`config.mk`:
```
export PLATFORM = sky130hd
export DESIGN_NAME = dac_playback_ctrl
export DESIGN_NICKNAME = d
export VERILOG_FILES = /design/src/rtl/dac_playback_ctrl.sv
export SDC_FILE = /design/constraint.sdc
export NUM_CORES = 1
export LEC_CHECK = 0
export CORE_ASPECT_RATIO = 0.6
export CORE_MARGIN = 5
export CORE_UTILIZATION = 45
export CTS_CLUSTER_DIAMETER = 60
export DETAILED_ROUTE_END_ITERATION = 10
export PLACE_DENSITY_LB_ADDON = 0.05
export SLEW_MARGIN = 20
export SYNTH_ARGS = -nofsm -noshare
export SYNTH_HDL_FRONTEND = slang
export SYNTH_SLANG_ARGS = --single-unit
export TNS_END_PERCENT = 100
```
`constraint.sdc`:
```
create_clock -name clk -period 16.2 [get_ports clk]
set_input_delay 3.24 -clock clk [delete_from_list [all_inputs] [get_ports clk]]
set_output_delay 3.24 -clock clk [all_outputs]
set_load 0.02 [all_outputs]
```
`src/rtl/dac_playback_ctrl.sv`:
```
// Plays {ch1,ch2} FIFO words to the DAC every max(rate_div,1)+1 cycles; first sample 3 edges after start.
// One-word prefetch keeps the FIFO read ahead of the tick grid; a tick with no word flags underrun and never slips.
module dac_playback_ctrl #(
    parameter logic [15:0] IDLE_CODE = 16'h0000
) (
    input  logic        clk,
    input  logic        reset_async,
    input  logic        start,
    input  logic        stop,
    input  logic [15:0] rate_div,
    input  logic [31:0] num_samples,
    input  logic [31:0] fifo_dout,
    input  logic        fifo_empty,
    output logic        fifo_rd_en,
    output logic [15:0] dac_data_1,
    output logic [15:0] dac_data_2,
    output logic        dac_valid,
    output logic        busy,
    output logic        done,
    output logic        underrun,
    output logic [31:0] sample_count
);

    typedef enum logic [1:0] {
        S_IDLE,
        S_PRIME,
        S_RUN
    } state_t;

    state_t      state;
    logic [15:0] period_m1;
    logic [15:0] div_cnt;
    logic [31:0] target;
    logic [31:0] reads_issued;
    logic [31:0] hold;
    logic        hold_valid;
    logic        rd_pending;

    logic        reads_left;
    logic        tick;
    logic [31:0] emit_word;

    assign reads_left = (target == 32'd0) || (reads_issued < target);
    assign fifo_rd_en = (state != S_IDLE) && !fifo_empty && !hold_valid && !rd_pending && reads_left;
    assign tick       = (state == S_RUN) && (div_cnt == 16'd0);
    // A word still in flight from the FIFO is forwarded straight to the DAC when the tick lands on it.
    assign emit_word  = hold_valid ? hold : fifo_dout;
    assign busy       = (state != S_IDLE);

    always_ff @(posedge clk or posedge reset_async) begin
        if (reset_async) begin
            state        <= S_IDLE;
            period_m1    <= 16'd1;
            div_cnt      <= 16'd0;
            target       <= 32'd0;
            reads_issued <= 32'd0;
            hold         <= 32'd0;
            hold_valid   <= 1'b0;
            rd_pending   <= 1'b0;
            dac_data_1   <= IDLE_CODE;
            dac_data_2   <= IDLE_CODE;
            dac_valid    <= 1'b0;
            done         <= 1'b0;
            underrun     <= 1'b0;
            sample_count <= 32'd0;
        end else begin
            dac_valid <= 1'b0;
            done      <= 1'b0;
            if (stop) begin
                state      <= S_IDLE;
                dac_data_1 <= IDLE_CODE;
                dac_data_2 <= IDLE_CODE;
                hold_valid <= 1'b0;
                rd_pending <= 1'b0;
            end else begin
                case (state)
                    S_IDLE: begin
                        if (start) begin
                            state        <= S_PRIME;
                            period_m1    <= (rate_div == 16'd0) ? 16'd1 : rate_div;
                            target       <= num_samples;
                            sample_count <= 32'd0;
                            reads_issued <= 32'd0;
                            underrun     <= 1'b0;
                            hold_valid   <= 1'b0;
                            rd_pending   <= 1'b0;
                        end
                    end
                    S_PRIME: begin
                        if (fifo_rd_en) begin
                            rd_pending   <= 1'b1;
                            reads_issued <= reads_issued + 32'd1;
                        end
                        if (rd_pending) begin
                            hold       <= fifo_dout;
                            hold_valid <= 1'b1;
                            rd_pending <= 1'b0;
                            state      <= S_RUN;
                            div_cnt    <= 16'd0;
                        end
                    end
                    S_RUN: begin
                        if (fifo_rd_en) begin
                            rd_pending   <= 1'b1;
                            reads_issued <= reads_issued + 32'd1;
                        end
                        if (tick) begin
                            div_cnt <= period_m1;
                            if (hold_valid || rd_pending) begin
                                dac_data_1   <= emit_word[31:16];
                                dac_data_2   <= emit_word[15:0];
                                dac_valid    <= 1'b1;
                                sample_count <= sample_count + 32'd1;
                                hold_valid   <= 1'b0;
                                rd_pending   <= 1'b0;
                                if ((target != 32'd0) && (sample_count + 32'd1 == target)) begin
                                    state <= S_IDLE;
                                    done  <= 1'b1;
                                end
                            end else begin
                                underrun <= 1'b1;
                            end
                        end else begin
                            div_cnt <= div_cnt - 16'd1;
                            if (rd_pending) begin
                                hold       <= fifo_dout;
                                hold_valid <= 1'b1;
                                rd_pending <= 1'b0;
                            end
                        end
                    end
                    default: state <= S_IDLE;
                endcase
            end
        end
    end

endmodule

```
==> Word-level counts from Yosys, hierarchy flattened <==
Cells that the tools add are included.
Widths: inputs -> output; s select.
{ "totals": {"register_bits": 199, "latchBits": 0, "mem_bits_rw": 0, "mem_bits_ro": 0, "output_inout_bits": 69, "word_cells": 125, "memories": 0} }
{ "classes": {"n_addsub": 3, "multipliers": 0, "n_div": 0, "magnitude_cmp": 1, "n_eq_ne": 16, "n_shift": 0, "muxes": 55, "bitwise_logic": 1, "reduce_logical": 35} }
{ "op_table": {"columns": ["op", "count"], "rows": [
  ["$mux 32", 7],
  ["$pmux 32 s2", 3],
  ["$mux 16", 11],
  ["$add 32x1->32 const B", 2],
  ["$eq 32x32->1", 1],
  ["$logic_not 16->1", 2],
  ["$logic_not 32->1", 1],
  ["$lt 32x32->1", 1],
  ["$pmux 16 s2", 1],
  ["$reduce_bool 32->1", 1],
  ["$mux 1", 23],
  ["$sub 16x1->16 const B", 1],
  ["$reduce_and 3->1", 5],
  ["$reduce_and 5->1", 3],
  ["$reduce_bool 2->1", 7],
  ["$mux 2", 6],
  ["$ne 2x2->1 const B", 5],
  ["$ne 3x3->1 const B", 3],
  ["$logic_and 1x1->1", 6],
  ["$ne 3x2->1 const B", 2],
  ["$pmux 1 s3", 2],
  ["$pmux 2 s3", 1],
  ["$ne 2x1->1 const B", 2],
  ["$ne 4x3->1 const B", 1],
  ["11 further kinds", 14]
]} }

==> Longest topological paths before layout <==
{ "depth": {"ltp_word": 10, "mapped_depth": 14, "depth_no_buf": 11} }

==> Worst setup path after synthesis <==
Ideal clock, no wire load.
{ "synth_path": {"path_type": "input to output", "from": "in fifo_empty", "to": "out fifo_rd_en", "t_arrival_ns": 3.950, "required_time_ns": 12.960, "slack_ns": 9.010, "cell_stages": 1, "path_buffers": 0, "cell_sequence": "nor4_1"} }
{ "synth_between": {"elab_chain_cells": 5} }
{ "synth_lines": {"columns": ["item", "line_no", "text"], "rows": [
  ["from (decl)", "13", "input logic fifo_empty,"],
  ["$logic_not 1->1", "44", "assign fifo_rd_en = (state != S_IDLE) && !fifo_empty && !hold_valid && !rd_pending && reads_left;"],
  ["$logic_and 1x1->1 (4 in series)", "44", null],
  ["to (decl)", "14", "output logic fifo_rd_en,"]
]} }
Every way passes these cells.

==> Worst setup path in the final report <==
Same ends and word-level chain as after synthesis.

==> impl_results.md <==
* Vias per inst at 5.828
* YS warnings at 0
* Max transition margin at 25.03%
* Routed WL per cell at 20.04 um
* Core ar. at 24280 um^2
* Switching power at 0.0004323 W
* Clock network power share at 29.7%
* Placed wire-length estimate at 23220 um
* Initial antenna violation count at 0
* Pleak at 5.725 nW
* Number of synthesized register bits at 199
* RSZ-0062 raised after global routing: no
* Root buffer cell: clkbuf_16
* Power, Total at 0.001329 W
* Seq/Total Area, Yosys at 44.77%
* CTS hold repair buffers at 0
* WP data arrival at 4.57 ns
* Largest net degree at the start of global routing at 96
* EDFF count, synth at 0
* Period minus WS final at 7.814 ns
* Hold slack at 0.4764 ns
* CP required at 12.96 ns
* Endpoints failing setup at 0
* Top FF cell, synth: dfrtp_1
* Final Instance Count excl. Fillers at 1582
* Synthesized area at 11130 um^2
* # rows at 44
* Period utilisation layout at 48.23%
* ANT cells at 0
* Detailed Route WL at 31710 um
* Sum Neg Setup Slack at 0 ns
* Initial core utilization at 45.83%
* Synth Net Count at 1256
* DR pass1 iterations at 5
* Layout cell share with drive strength beyond 1 at 11.35%
* CP max stage delay at 0.65 ns
* Cts repair resizes at 0
* Reg2Reg Setup Slack at 12.19 ns
* CTS tree: built
* Port Buffers at 153
* Post-route setup slack at 8.386 ns
* Final Max Tran Viols at 0
* Post-synthesis cell type count at 68
* Antenna viol nets, final at 0
* Internal at 0.0008972 W
* Maximum VDD drop at 0.05721 mV
* Cells after DPL at 1551
* Layout fillers at 2117
* Worst skew pair latency at 0.45 ns
* RR Startpoint: sample_count[0]$_DFFE_PP0P_
* CTS Buf Count at 17
* Critical R2R Capture: state[1]$_DFFE_PP0P_
* Maximum clock frequency at 0.1280 GHz
* Die W at 213.0 um
* Largest delay share family, worst path: buffers and inverters
* Die area at 28070 um^2
* # IOs at 154
* Clock-pin slew of the registers on the worst-case setup and hold paths at 0.06 ns
* Final #Nets at 1371
* Switching share of power at 32.52%
* First-pass GRT wire length at 51090 um
* Actual slew at the worst max-slew pin at 1.121 ns
* RD Place Congestion at 0.9056
* Setup WS pre-CTS at 8.365 ns
* Postcts setup bufs at 0
* GRT overflow at 0
* # clock sinks at 199
* Initial DRC count at 755
* Crit path top cell by count: clkdlybuf4s50_1
* Vias in the first global route at 8879
* Final hold vios at 0
* CP Cell Sequence: clkdlybuf4s50_1, nor4_1, clkdlybuf4s50_1
* Reg power frac at 48.3%
* Combinational share of power at 22.1%
* Skew final at 0.01075 ns
* CP Launch Type: primary input
* DRC violations left at 0
* CP max stage cell: clkdlybuf4s50_1
* Crit Path Class: primary input to primary output
* Max H-tree Level at 4
* Synthesized area per cell at 9.820 um^2
* Bufs and invs on worst path at 2
* Worst Setup End Kind: primary output
* Worst hold stages at 2
* Worst R2R Path Depth at 10
* Status: finished, final reports clean
* Commonest cells after routing, fill and taps aside: dfrtp_1, clkdlybuf4s50_1, o21ai_0
* Maxcap violations at 0
* Endpoint of the worst hold path: dac_data_1[13]$_DFFE_PP0P_
* Overall routing resource usage at 23.01%
* Worst hold start: dac_data_1[13]$_DFFE_PP0P_
* Ys async rst share at 100.0%
* Synth Instances at 1133
* Die Y at 131.8 um
* Hold/Removal Path Class: flip-flop to flip-flop
* Max clock buf depth at 2
* Commonest non-fill, non-tap cell in the layout: dfrtp_1
* PD cells at 99.16 nW/um^2
* Area Overhead vs Synth at 20.51%
* Critical path fanouts, max at 2
* Total vias in the final route at 9220
-- power by group through the flow --
stage / registers, W / clock network [W] / logic [W]
4_1_cts: 0.000639 / 0.000404 / 0.000292
5_1_grt: 0.000649 / 0.000425 / 0.000333
3_3_place_gp: 0.000645 / 0 / 0.000286
3_5_place_dp: 0.000647 / 0 / 0.000289
2_1_floorplan: 0.000610 / 0 / 0.000214
6_report: 0.000642 / 0.000394 / 0.000293
-- metal layers --
metal | up-vias | track usage, % | routed length [um]
met1 | 4552 | 37.83 | 16850
met3 | 30 | 5.184 | 1935
met4 | 0 | 5.222 | 392
met2 | 253 | 30.18 | 12530
li1 | 4385 | - | -
met5 | - | 0 | 0
-- cell type report --
cell class	count	area [um^2]	area share, %
multi-input combinational	820	5712	42.60
sequential	199	4982	37.16
timing repair buffer	163	1607	11.98
clock buffer	24	471.7	3.518
tap	322	402.9	3.005
inverter	47	183.9	1.372
clock inverter	7	48.80	0.3639
-- worst max-delay path by stage --
stage          slack (ns)                   endpoint   startpoint  cells after the start
2_1_floorplan        7.54  dac_data_1[0]$_DFFE_PP0P_  reset_async                      1
3_3_place_gp         8.38                 fifo_rd_en   fifo_empty                      3
3_5_place_dp         8.36                 fifo_rd_en   fifo_empty                      3
4_1_cts              8.37                 fifo_rd_en   fifo_empty                      3
5_1_grt              8.35                 fifo_rd_en   fifo_empty                      3
6_report             8.39                 fifo_rd_en   fifo_empty                      3
-- stage by stage --
stage,util [%],instance area [um^2]
2_1_floorplan,-,11130
3_3_place_gp,53.06,12880
3_5_place_dp,53.07,12880
4_1_cts,55.22,13410
5_1_grt,55.23,13410
6_report,55.23,13410
-- sequential cells by signal, indices dropped and copies added, names as in the netlist, 2 cells and up --
name          count
dac_data_1       16
dac_data_2       16
div_cnt          16
hold             32
period_m1        16
reads_issued     32
sample_count     32
state             2
target           32
-- synthesized netlist by cell type (all sizes together), types with 3 or more instances --
cell     number  area, um^2
dfrtp       198        4955
o21ai       108       540.5
nor2         90       337.8
mux2         79       889.6
nand2        65       244.0
clkbuf       58       217.7
a21oi        51       255.2
inv          47       176.4
nand3        40       200.2
ha           38       475.5
mux2i        36       360.4
xor2         31       271.5
o31ai        25       187.7
a211oi       24       185.2
nand4        24       165.2
nor4         20       161.4
a21o         18       136.4
xnor2        17       148.9
nor3         16       80.08
or3          14       87.58
and4         12       110.1
o211ai       11       82.58
and3         10       62.56
a31oi         9       56.30
buf           9       52.54
nor2b         9       56.30
and2          6       38.79
nand2b        6       37.54
or2           6       37.54
a22o          5       43.79
o2111ai       5       43.79
o41ai         5       43.79
a32oi         4       35.03
or4           4       33.78
a2111oi       3       32.53
-- cells by family (layout without fill, tap and decap cells) --
family | Yosys count | in the layout | share of synthesized area, %
AO/OA/AOI/OAI | 285 | 285 | 16.13
XOR/XNOR | 48 | 48 | 3.779
adder cells (fa/ha/maj) | 38 | 38 | 4.274
buffers and inverters | 114 | 241 | 4.015
flip-flops | 199 | 199 | 44.77
multiplexers | 115 | 115 | 11.23
AND/OR/NAND/NOR | 334 | 334 | 15.80
-- worst register-to-register path, delay by kind of cell, from the launching register on --
| family | cells | cell delay [ns] |
|---|---|---|
| flip-flops | 1 | 0.52 |
| adder cells (fa/ha/maj) | 1 | 0.32 |
| AND/OR/NAND/NOR | 5 | 2.24 |
| AO/OA/AOI/OAI | 4 | 0.86 |
Note: power is estimated with default switching activity, not from simulation.
